--- config.mk ---
export PLATFORM = sky130hd
export DESIGN_NAME = mem_responder
export DESIGN_NICKNAME = d
export VERILOG_FILES = /design/src/rtl/mem_pkg.sv /design/src/rtl/mem_array.sv /design/src/rtl/mem_responder.sv
export SDC_FILE = /design/constraint.sdc
export NUM_CORES = 2
export LEC_CHECK = 0
export BUFFER_PORTS_ARGS = -buffer_cell sky130_fd_sc_hd__buf_2
export CORE_AREA = 3 3 549 551
export DETAILED_ROUTE_END_ITERATION = 16
export DIE_AREA = 0 0 552 554
export PLACE_DENSITY = 0.78
export SETUP_SLACK_MARGIN = 0.3
export SYNTH_ARGS = -nofsm -noshare
export SYNTH_HDL_FRONTEND = slang
export SYNTH_SLANG_ARGS = --single-unit
--- constraint.sdc ---
create_clock -name clk -period 5.2 [get_ports clk]
set_clock_uncertainty 0.2 [all_clocks]
set_input_delay 1.04 -clock clk [delete_from_list [all_inputs] [get_ports clk]]
set_output_delay 1.04 -clock clk [all_outputs]
set_load 0.01 [all_outputs]
--- src/rtl/mem_pkg.sv ---
// mem_pkg: shared types and constants for the memory responder and the
// datapath that drives it.
//   state_t     : responder FSM states (IDLE, WAIT, RBEAT, WBEAT, DONE)
//   LEN_W       : width of the burst length / beat counter fields
//   MAX_BEATS   : longest burst (LM/SM move eight words)
//   DEF_ADDR_W  : default word-address width, shared with the datapath
//   DEF_DATA_W  : default data word width, shared with the datapath
package mem_pkg;

  localparam int DEF_ADDR_W = 8;
  localparam int DEF_DATA_W = 16;
  localparam int LEN_W      = 3;
  localparam int MAX_BEATS  = 8;

  typedef enum logic [2:0] {
    ST_IDLE  = 3'd0,
    ST_WAIT  = 3'd1,
    ST_RBEAT = 3'd2,
    ST_WBEAT = 3'd3,
    ST_DONE  = 3'd4
  } state_t;

endpackage

--- src/rtl/mem_array.sv ---
// mem_array: single-port word RAM, DEPTH x DATA_W, synchronous write and
// synchronous read, no reset (contents survive a processor reset).
// Ports:
//   clk   in   clock
//   we    in   write addr with wdata on this edge
//   re    in   capture mem[addr] into rdata on this edge
//   addr  in   word address
//   wdata in   write data
//   rdata out  registered read data (valid the cycle after re)
module mem_array
  import mem_pkg::*;
#(
  parameter int ADDR_W = DEF_ADDR_W,
  parameter int DATA_W = DEF_DATA_W,
  parameter int DEPTH  = 256
) (
  input  logic              clk,
  input  logic              we,
  input  logic              re,
  input  logic [ADDR_W-1:0] addr,
  input  logic [DATA_W-1:0] wdata,
  output logic [DATA_W-1:0] rdata
);

  logic [DATA_W-1:0] mem [DEPTH];

  always_ff @(posedge clk) begin
    if (we) mem[addr] <= wdata;
    if (re) rdata <= mem[addr];
  end

endmodule

--- src/rtl/mem_responder.sv ---
// mem_responder: memory-side responder for the multicycle 16-bit processor.
// Serves LW/SW single beats and LM/SM bursts of up to 8 words against an
// internal word-addressed RAM, with WAIT_CYC idle cycles between request
// accept and the first beat.
// Optional feature: define MEM_WRITE_PROTECT_EN to make words [0, ROM_TOP)
// read-only; a write beat there is handshaken but dropped and sets the
// sticky err flag. Without the macro every word is writable and err is 0.
// Ports:
//   clk, proc_rst          clock, synchronous active-high reset
//   req_valid/req_ready    request handshake (req_we, req_addr, req_len)
//   wr_data/wr_valid/wr_ready  write beat handshake
//   rd_data/rd_valid       read beats, no backpressure
//   done                   one-cycle pulse at burst completion
//   err                    sticky write-protect violation
//
// Handshakes: a transfer happens on a rising edge where both valid and ready
// are high. req_ready is high only in IDLE; wr_ready only in WBEAT. Ready
// never depends on valid, so the initiator may hold valid as long as it likes.
module mem_responder
  import mem_pkg::*;
#(
  parameter int ADDR_W   = DEF_ADDR_W,
  parameter int DATA_W   = DEF_DATA_W,
  parameter int DEPTH    = 256,
  parameter int WAIT_CYC = 1,
  parameter int ROM_TOP  = 64
) (
  input  logic              clk,
  input  logic              proc_rst,
  input  logic              req_valid,
  output logic              req_ready,
  input  logic              req_we,
  input  logic [ADDR_W-1:0] req_addr,
  input  logic [LEN_W-1:0]  req_len,
  input  logic [DATA_W-1:0] wr_data,
  input  logic              wr_valid,
  output logic              wr_ready,
  output logic [DATA_W-1:0] rd_data,
  output logic              rd_valid,
  output logic              done,
  output logic              err
);

  state_t            state;
  logic              we_q;
  logic [ADDR_W-1:0] start_q;
  logic [LEN_W-1:0]  len_q;
  logic [LEN_W-1:0]  beat_q;
  logic [LEN_W-1:0]  wait_cnt;
  logic              rd_valid_q;
  logic [DATA_W-1:0] ram_q;

  // Natural ADDR_W truncation gives the wrap past the top address.
  logic [ADDR_W-1:0] beat_addr;
  logic              wr_fire;
  logic              wr_blocked;

  assign beat_addr = start_q + ADDR_W'(beat_q);
  assign wr_fire   = (state == ST_WBEAT) && wr_valid;

`ifdef MEM_WRITE_PROTECT_EN
  localparam logic [ADDR_W:0] ROM_TOP_W = (ADDR_W+1)'(ROM_TOP);
  logic err_q;

  assign wr_blocked = ({1'b0, beat_addr} < ROM_TOP_W);

  always_ff @(posedge clk) begin
    if (proc_rst)                  err_q <= 1'b0;
    else if (wr_fire && wr_blocked) err_q <= 1'b1;
  end

  assign err = err_q && !proc_rst;
`else
  assign wr_blocked = 1'b0;
  assign err        = 1'b0;
`endif

  mem_array #(
    .ADDR_W (ADDR_W),
    .DATA_W (DATA_W),
    .DEPTH  (DEPTH)
  ) u_array (
    .clk   (clk),
    // Reset abandons the burst, so a beat presented under reset never lands.
    .we    (wr_fire && !wr_blocked && !proc_rst),
    .re    (state == ST_RBEAT),
    .addr  (beat_addr),
    .wdata (wr_data),
    .rdata (ram_q)
  );

  always_ff @(posedge clk) begin
    if (proc_rst) begin
      state      <= ST_IDLE;
      we_q       <= 1'b0;
      start_q    <= '0;
      len_q      <= '0;
      beat_q     <= '0;
      wait_cnt   <= '0;
      rd_valid_q <= 1'b0;
    end else begin
      // Array read issued in RBEAT returns one cycle later.
      rd_valid_q <= (state == ST_RBEAT);
      case (state)
        ST_IDLE: begin
          if (req_valid) begin
            we_q     <= req_we;
            start_q  <= req_addr;
            len_q    <= req_len;
            beat_q   <= '0;
            wait_cnt <= '0;
            if (WAIT_CYC > 0) state <= ST_WAIT;
            else              state <= req_we ? ST_WBEAT : ST_RBEAT;
          end
        end
        ST_WAIT: begin
          if (wait_cnt == LEN_W'(WAIT_CYC - 1)) state <= we_q ? ST_WBEAT : ST_RBEAT;
          else                                  wait_cnt <= wait_cnt + 1'b1;
        end
        ST_RBEAT: begin
          // Compare before incrementing so len=7 never needs beat 8.
          if (beat_q == len_q) state <= ST_DONE;
          else                 beat_q <= beat_q + 1'b1;
        end
        ST_WBEAT: begin
          if (wr_valid) begin
            if (beat_q == len_q) state <= ST_DONE;
            else                 beat_q <= beat_q + 1'b1;
          end
        end
        ST_DONE: state <= ST_IDLE;
        default: state <= ST_IDLE;
      endcase
    end
  end

  // Outputs decode registered state; the reset term forces them low for the
  // whole reset window, including the cycle reset is first applied.
  assign req_ready = (state == ST_IDLE)  && !proc_rst;
  assign wr_ready  = (state == ST_WBEAT) && !proc_rst;
  assign done      = (state == ST_DONE)  && !proc_rst;
  assign rd_valid  = rd_valid_q && !proc_rst;
  assign rd_data   = rd_valid ? ram_q : '0;

endmodule

After elaboration in Yosys (flattened, before gate mapping)
Memory sizes are Yosys's and may differ from the RTL's. A register that Yosys moved wholly into a read port is not among the register bits.
Index checks and enable logic that the tools add are counted.
- bits in registers: 22
- bits in latches: 0
- bits in writable memories: 4096
- ROM bits: 0
- input port bits: 32
- word-level logic and storage cells: 50
- memories: 1
- add/sub/neg operators: 3
- multipliers: 0
- div/mod/pow operators: 0
- magnitude comparators: 0
- equality and inequality tests: 9
- shift operators: 0
- mux-type cells: 15
- bitwise logic cells: 0
- reductions and logical operators: 15
- memory list (name ; words ; width ; read ports ; clocked after Yosys merged registers in ; wr ports ; RTL line ; RTL):
    u_array.mem ; 256 ; 16 ; 1 ; 1 ; 1 ; mem_array.sv:25 ; logic [DATA_W-1:0] mem [DEPTH];
- operator list (operator ; count):
    2-to-1 mux 3 bit ; 8
    2-to-1 mux 16 bit ; 1
    one-hot mux 3 bit (4 select lines) ; 1
    one-hot mux 3 bit (3 select lines) ; 1
    AND reduction 3 bit ; 3
    adder 8 x 3 -> 8 bit ; 1
    != test 2 bit, second input constant ; 4
    adder 3 x 1 -> 3 bit, second input constant ; 2
    equality test 3 x 2 -> 1 bit, second input constant ; 2
    logical AND 1 bit ; 6
    logical NOT 3 bit ; 2
    one-hot mux 3 bit (2 select lines) ; 1
    equality test 3 x 1 -> 1 bit, second input constant ; 1
    equality test 3 bit ; 1
    equality test 3 bit, second input constant ; 1
    2-to-1 mux 1 bit ; 3
    nonzero test 3 bit ; 1
    AND reduction 2 bit ; 1
    nonzero test 2 bit ; 1
    logical NOT 1 bit ; 1

Depth between registers and ports, before layout
- depth in word-level cells: 5
- gate-level depth with buffers: 11
- mapped depth without buffers: 9

By module
Synthesis repeated with hierarchy kept, for this count alone.
- cell total of the unflattened synthesis: 6886
- area, all modules: 156852.9 um^2
- modules (own cells, without submodules) (module ; instances ; cells each ; area an instance (um^2) ; seq. area each (um^2)):
    mem_array ; 1 ; 6727 ; 155559.2 ; 123478.4
    mem_responder ; 1 ; 159 ; 1293.7 ; 440.4

Worst setup path before layout
No wires, ideal clock.
- path type: register to register
- start point: register beat_q[0]
- end point: memory u_array.mem[107][0] (netlist name), enable pin
- library setup time: 0.388 ns
- arrival time: 3.218 ns
- data required time: 4.612 ns
- slack: 1.393 ns
- cell stages (with the launch flop): 12
- path buffers: 5
- clock period less this slack: 3.807 ns
- cell sequence: dfxtp_1 > ha_1 > fa_1 > buf_4 > buf_2 > buf_4 > buf_2 > nand3_1 > nor2_1 > nand3_1 > buf_2 > nor2_1
- word-level cells in the longest chain between the ends: 1
- ends and longest elaborated chain (element ; RTL line ; RTL):
    from (decl) ; mem_responder.sv:48 ; logic [LEN_W-1:0] beat_q;
    from (signal assigned) ; mem_responder.sv:123 ; else beat_q <= beat_q + 1'b1;
    from (signal assigned) ; mem_responder.sv:128 ; else beat_q <= beat_q + 1'b1;
    adder 8 x 3 -> 8 bit ; mem_responder.sv:58 ; assign beat_addr = start_q + ADDR_W'(beat_q);
    to (decl) ; mem_array.sv:25 ;
Every way passes these cells.

Worst setup path after layout
- start point: register beat_q[0]
- end point: register u_array.rdata[10], read port of u_array.mem, data pin
- word-level cells in the longest chain between the ends: 1
- ends and longest elaborated chain (element ; RTL line ; RTL):
    adder 8 x 3 -> 8 bit ; mem_responder.sv:58 ;
    to (decl) ; mem_array.sv:22 ; output logic [DATA_W-1:0] rdata
Every way passes these cells.
A chain may end at the register's enable or synchronous reset.

==> impl_metrics.yaml <==
sta:
  setup_violations: 0
  min_period_ns: 4.85
  max_freq_ghz: 0.206
  slew_headroom_pct: 12.0
  grt_setup_unrepaired: "false"
  finalMaxSlewViolations: 0
  final.period_utilization_pct: 93.2
  finalHoldViolCount: 0
  worstMarginPinSlew_ns: 1.32
route:
  via_per_inst: 6.76
  drt_iter0_drc: 14500
  firstDrtPassIters: 6
  final_antenna_net_count: 0
  drc: 0
  vias: 83900
  wl_per_cell_um: 34.1
  drt_wl_total_mm: 423
clocking:
  post_cts_buffers: 0
  cts_root_buf: "clkbuf_16"
  clockBufferDepth: 4
  clock_latency_ns: 0.99
  cts_max_level: 5
  clkSinkCount: 4134
  cts_buffers: 400
  clk_pin_slew_ns: 0.06
  cts_tree: "done"
power_and_ir_drop:
  total_power_mw: 77.1
  power_density_nw_per_um2: 425
  ir_drop_mv: 0.338
  total_leakage_power_nw: 57.0
floorplan:
  initial_core_util_pct: 53.9
  die_area_um2: 306000
  core_um2: 297000
  die_y_um: 554
  fp-row-count: 200
  die_w_um: 552
  io_pins: 53
min_path:
  hold_path.class: "in -> reg"
cells_and_area:
  layout_commonest_cell: "edfxtp_1"
  fillCellCount: 19200
  layout.nets: 8160
  regArea_um2: 124000
  design_area_um2: 182000
  syn2layout_area_growth_pct: 13.4
  mostFrequentLayoutCells: "edfxtp_1 (4112), mux4_2 (1024), nand2_1 (815), buf_4 (503), clkbuf_16 (405)"
  multi_input_area_um2: 34100
  drive_above_1_share_pct: 27.3
  fin_cells: 12400
global_routing:
  grtUsageTotal_pct: 27.5
  grt_pass1_wl_mm: 609
  grt_overflow_total: 0
  grt_max_degree: 149
  antenna_found_initial: 25
  grt_pass1_vias: 83900
worst_setup_path:
  cp-end-kind: "register"
  crit_top_cell: "buf_4"
  cp_num_buf_inv: 2
  crit_type: "reg -> reg"
  cpPeakStageDelay_ns: 0.98
  start_kind: "register"
  path_max_fanout: 16
  worst_path_max_delay_cell: "o31ai_1"
  crit_chain: "ha_4 > fa_4 > buf_4 > buf_4 > mux4_2 > mux2i_1 > mux2_2 > o32ai_1 > o31ai_1 > nand4_1"
  crit_arrival_ns: 5.33
  crit_required_ns: 5.68
  cp_top_family: "compound AO/OA/AOI/OAI gates"
run_status:
  status: "complete, no violations"
logic_synthesis:
  synth_flop_cell: "edfxtp_1"
  synth_enable_flop_cells: 4112
  seq_area_frac_synth_pct: 77.4
  synth_seq_cells: 4134
  synthesis.area_um2: 160000
  ys_types: 49
  syn_avg_cell_area_um2: 21.2
  synth_cells: 7545
  syn_nets: 7584
  yosysWarnings: 0
  async_flop_share_pct: 0
flow_run:
  maxCapViolCount: 0
placed_design:
  io_buffer_count: 51
  place_inst: 11700
  dpl-instance-area_um2: 169000
  dp_hpwl_mm: 238
  gp_congestion: 0.897
[area by class of cell]
cell class / instances / share of cell area [%]
Clock inverter: 247 / 1.32
Inverter: 5 / 0.0103
Sequential cell: 4134 / 68.3
Antenna cell: 24 / 0.0331
Tap cell: 3939 / 2.72
Multi-Input combinational cell: 2953 / 18.8
Timing Repair Buffer: 627 / 3.11
Clock buffer: 488 / 5.76
[metrics by stage]
stage	hold slack, ns	setup TNS (ns)	util (%)	setup WS (ns)
floorplan	0.233	0	-	1.39
global placement	0.255	-0.0773	56.8	-0.0773
detailed placement	0.255	0	56.8	0.134
CTS	0.171	0	61.1	0.299
global route	0.208	0	61.1	0.318
finish	0.201	0	61.2	0.355
[power breakdown]
part	switching (mW)	total, mW	internal [mW]
Sequential	0.101	36.8	36.7
Combinational	6.90	11.7	4.79
Clock	12.5	28.6	16.1
[worst paths after layout]
kind              slack (ns)   startpoint                 to  cells past startpoint
setup / recovery        0.35    beat_q[0]  u_array.rdata[10]                     10
hold reg to reg         0.27         we_q               we_q                      2
hold / removal          0.20  req_addr[3]         start_q[3]                      3
setup reg to reg        0.35    beat_q[0]  u_array.rdata[10]                     10
[cell families after synthesis]
group | after synthesis | synth area share (%)
flip-flops | 4134 | 77.4
AND/OR/NAND/NOR | 1428 | 3.88
XOR/XNOR | 15 | 0.0962
buffers and inverters | 458 | 1.39
multiplexers | 1217 | 15.7
other | 1 | 0.00234
AO/OA/AOI/OAI | 285 | 1.46
adder cells (fa/ha/maj) | 7 | 0.0594
[synth_stat cells, types with 2 or more instances]
| cell type | instances | share of area (%) |
|---|---|---|
| mux2i_1 | 129 | 0.81 |
| dfxtp_1 | 22 | 0.28 |
| inv_1 | 5 | 0.012 |
| o32ai_1 | 64 | 0.35 |
| buf_2 | 160 | 0.50 |
| nor2_1 | 277 | 0.65 |
| xnor2_1 | 7 | 0.038 |
| buf_1 | 42 | 0.099 |
| nor4_1 | 3 | 0.012 |
| a311oi_1 | 128 | 0.70 |
| nand4_1 | 17 | 0.066 |
| xnor2_2 | 2 | 0.020 |
| mux4_2 | 1024 | 14 |
| a21o_1 | 2 | 0.0094 |
| o21ai_2 | 2 | 0.011 |
| nand3_1 | 10 | 0.031 |
| nand2_1 | 823 | 1.9 |
| nand2b_1 | 2 | 0.0078 |
| or3_1 | 3 | 0.012 |
| xor2_1 | 5 | 0.027 |
| nor3_1 | 6 | 0.019 |
| buf_6 | 4 | 0.028 |
| mux2_2 | 64 | 0.45 |
| ha_1 | 6 | 0.047 |
| edfxtp_1 | 4112 | 77 |
| buf_4 | 73 | 0.34 |
| a21oi_1 | 17 | 0.053 |
| and3_1 | 258 | 1.0 |
| and2_1 | 16 | 0.063 |
| o21ai_0 | 4 | 0.013 |
| o31ai_1 | 64 | 0.30 |
| clkbuf_1 | 173 | 0.41 |
| nand3_2 | 5 | 0.031 |
[routing by layer]
metal / GRT usage (%) / vias to the layer above / routed length (µm)
met5: 0 / - / 57
met4: 13.9 / 10 / 24300
met3: 6.92 / 1141 / 54200
met2: 42.7 / 6951 / 201000
met1: 36.6 / 43500 / 143000
li1: - / 32300 / -
[worst min-delay path, cell delays in order]
cell	delay (ns)
buf_2	0.16
nand2_1	0.08
a21oi_1	0.06
[sequential cells by signal, summed over array words and instances (netlist names)]
register	flops
u_array.rdata	16
beat_q	3
rd_valid_q	1
len_q	3
we_q	1
u_array.mem	4096
wait_cnt	3
start_q	8
state	3
[what timing repair did]
action                     CTS  global route
setup endpoints to repair    2             7
resized for setup            2             8
gates cloned                 0             0
hold buffers                 0             0
(Power assumes the default switching activity.)
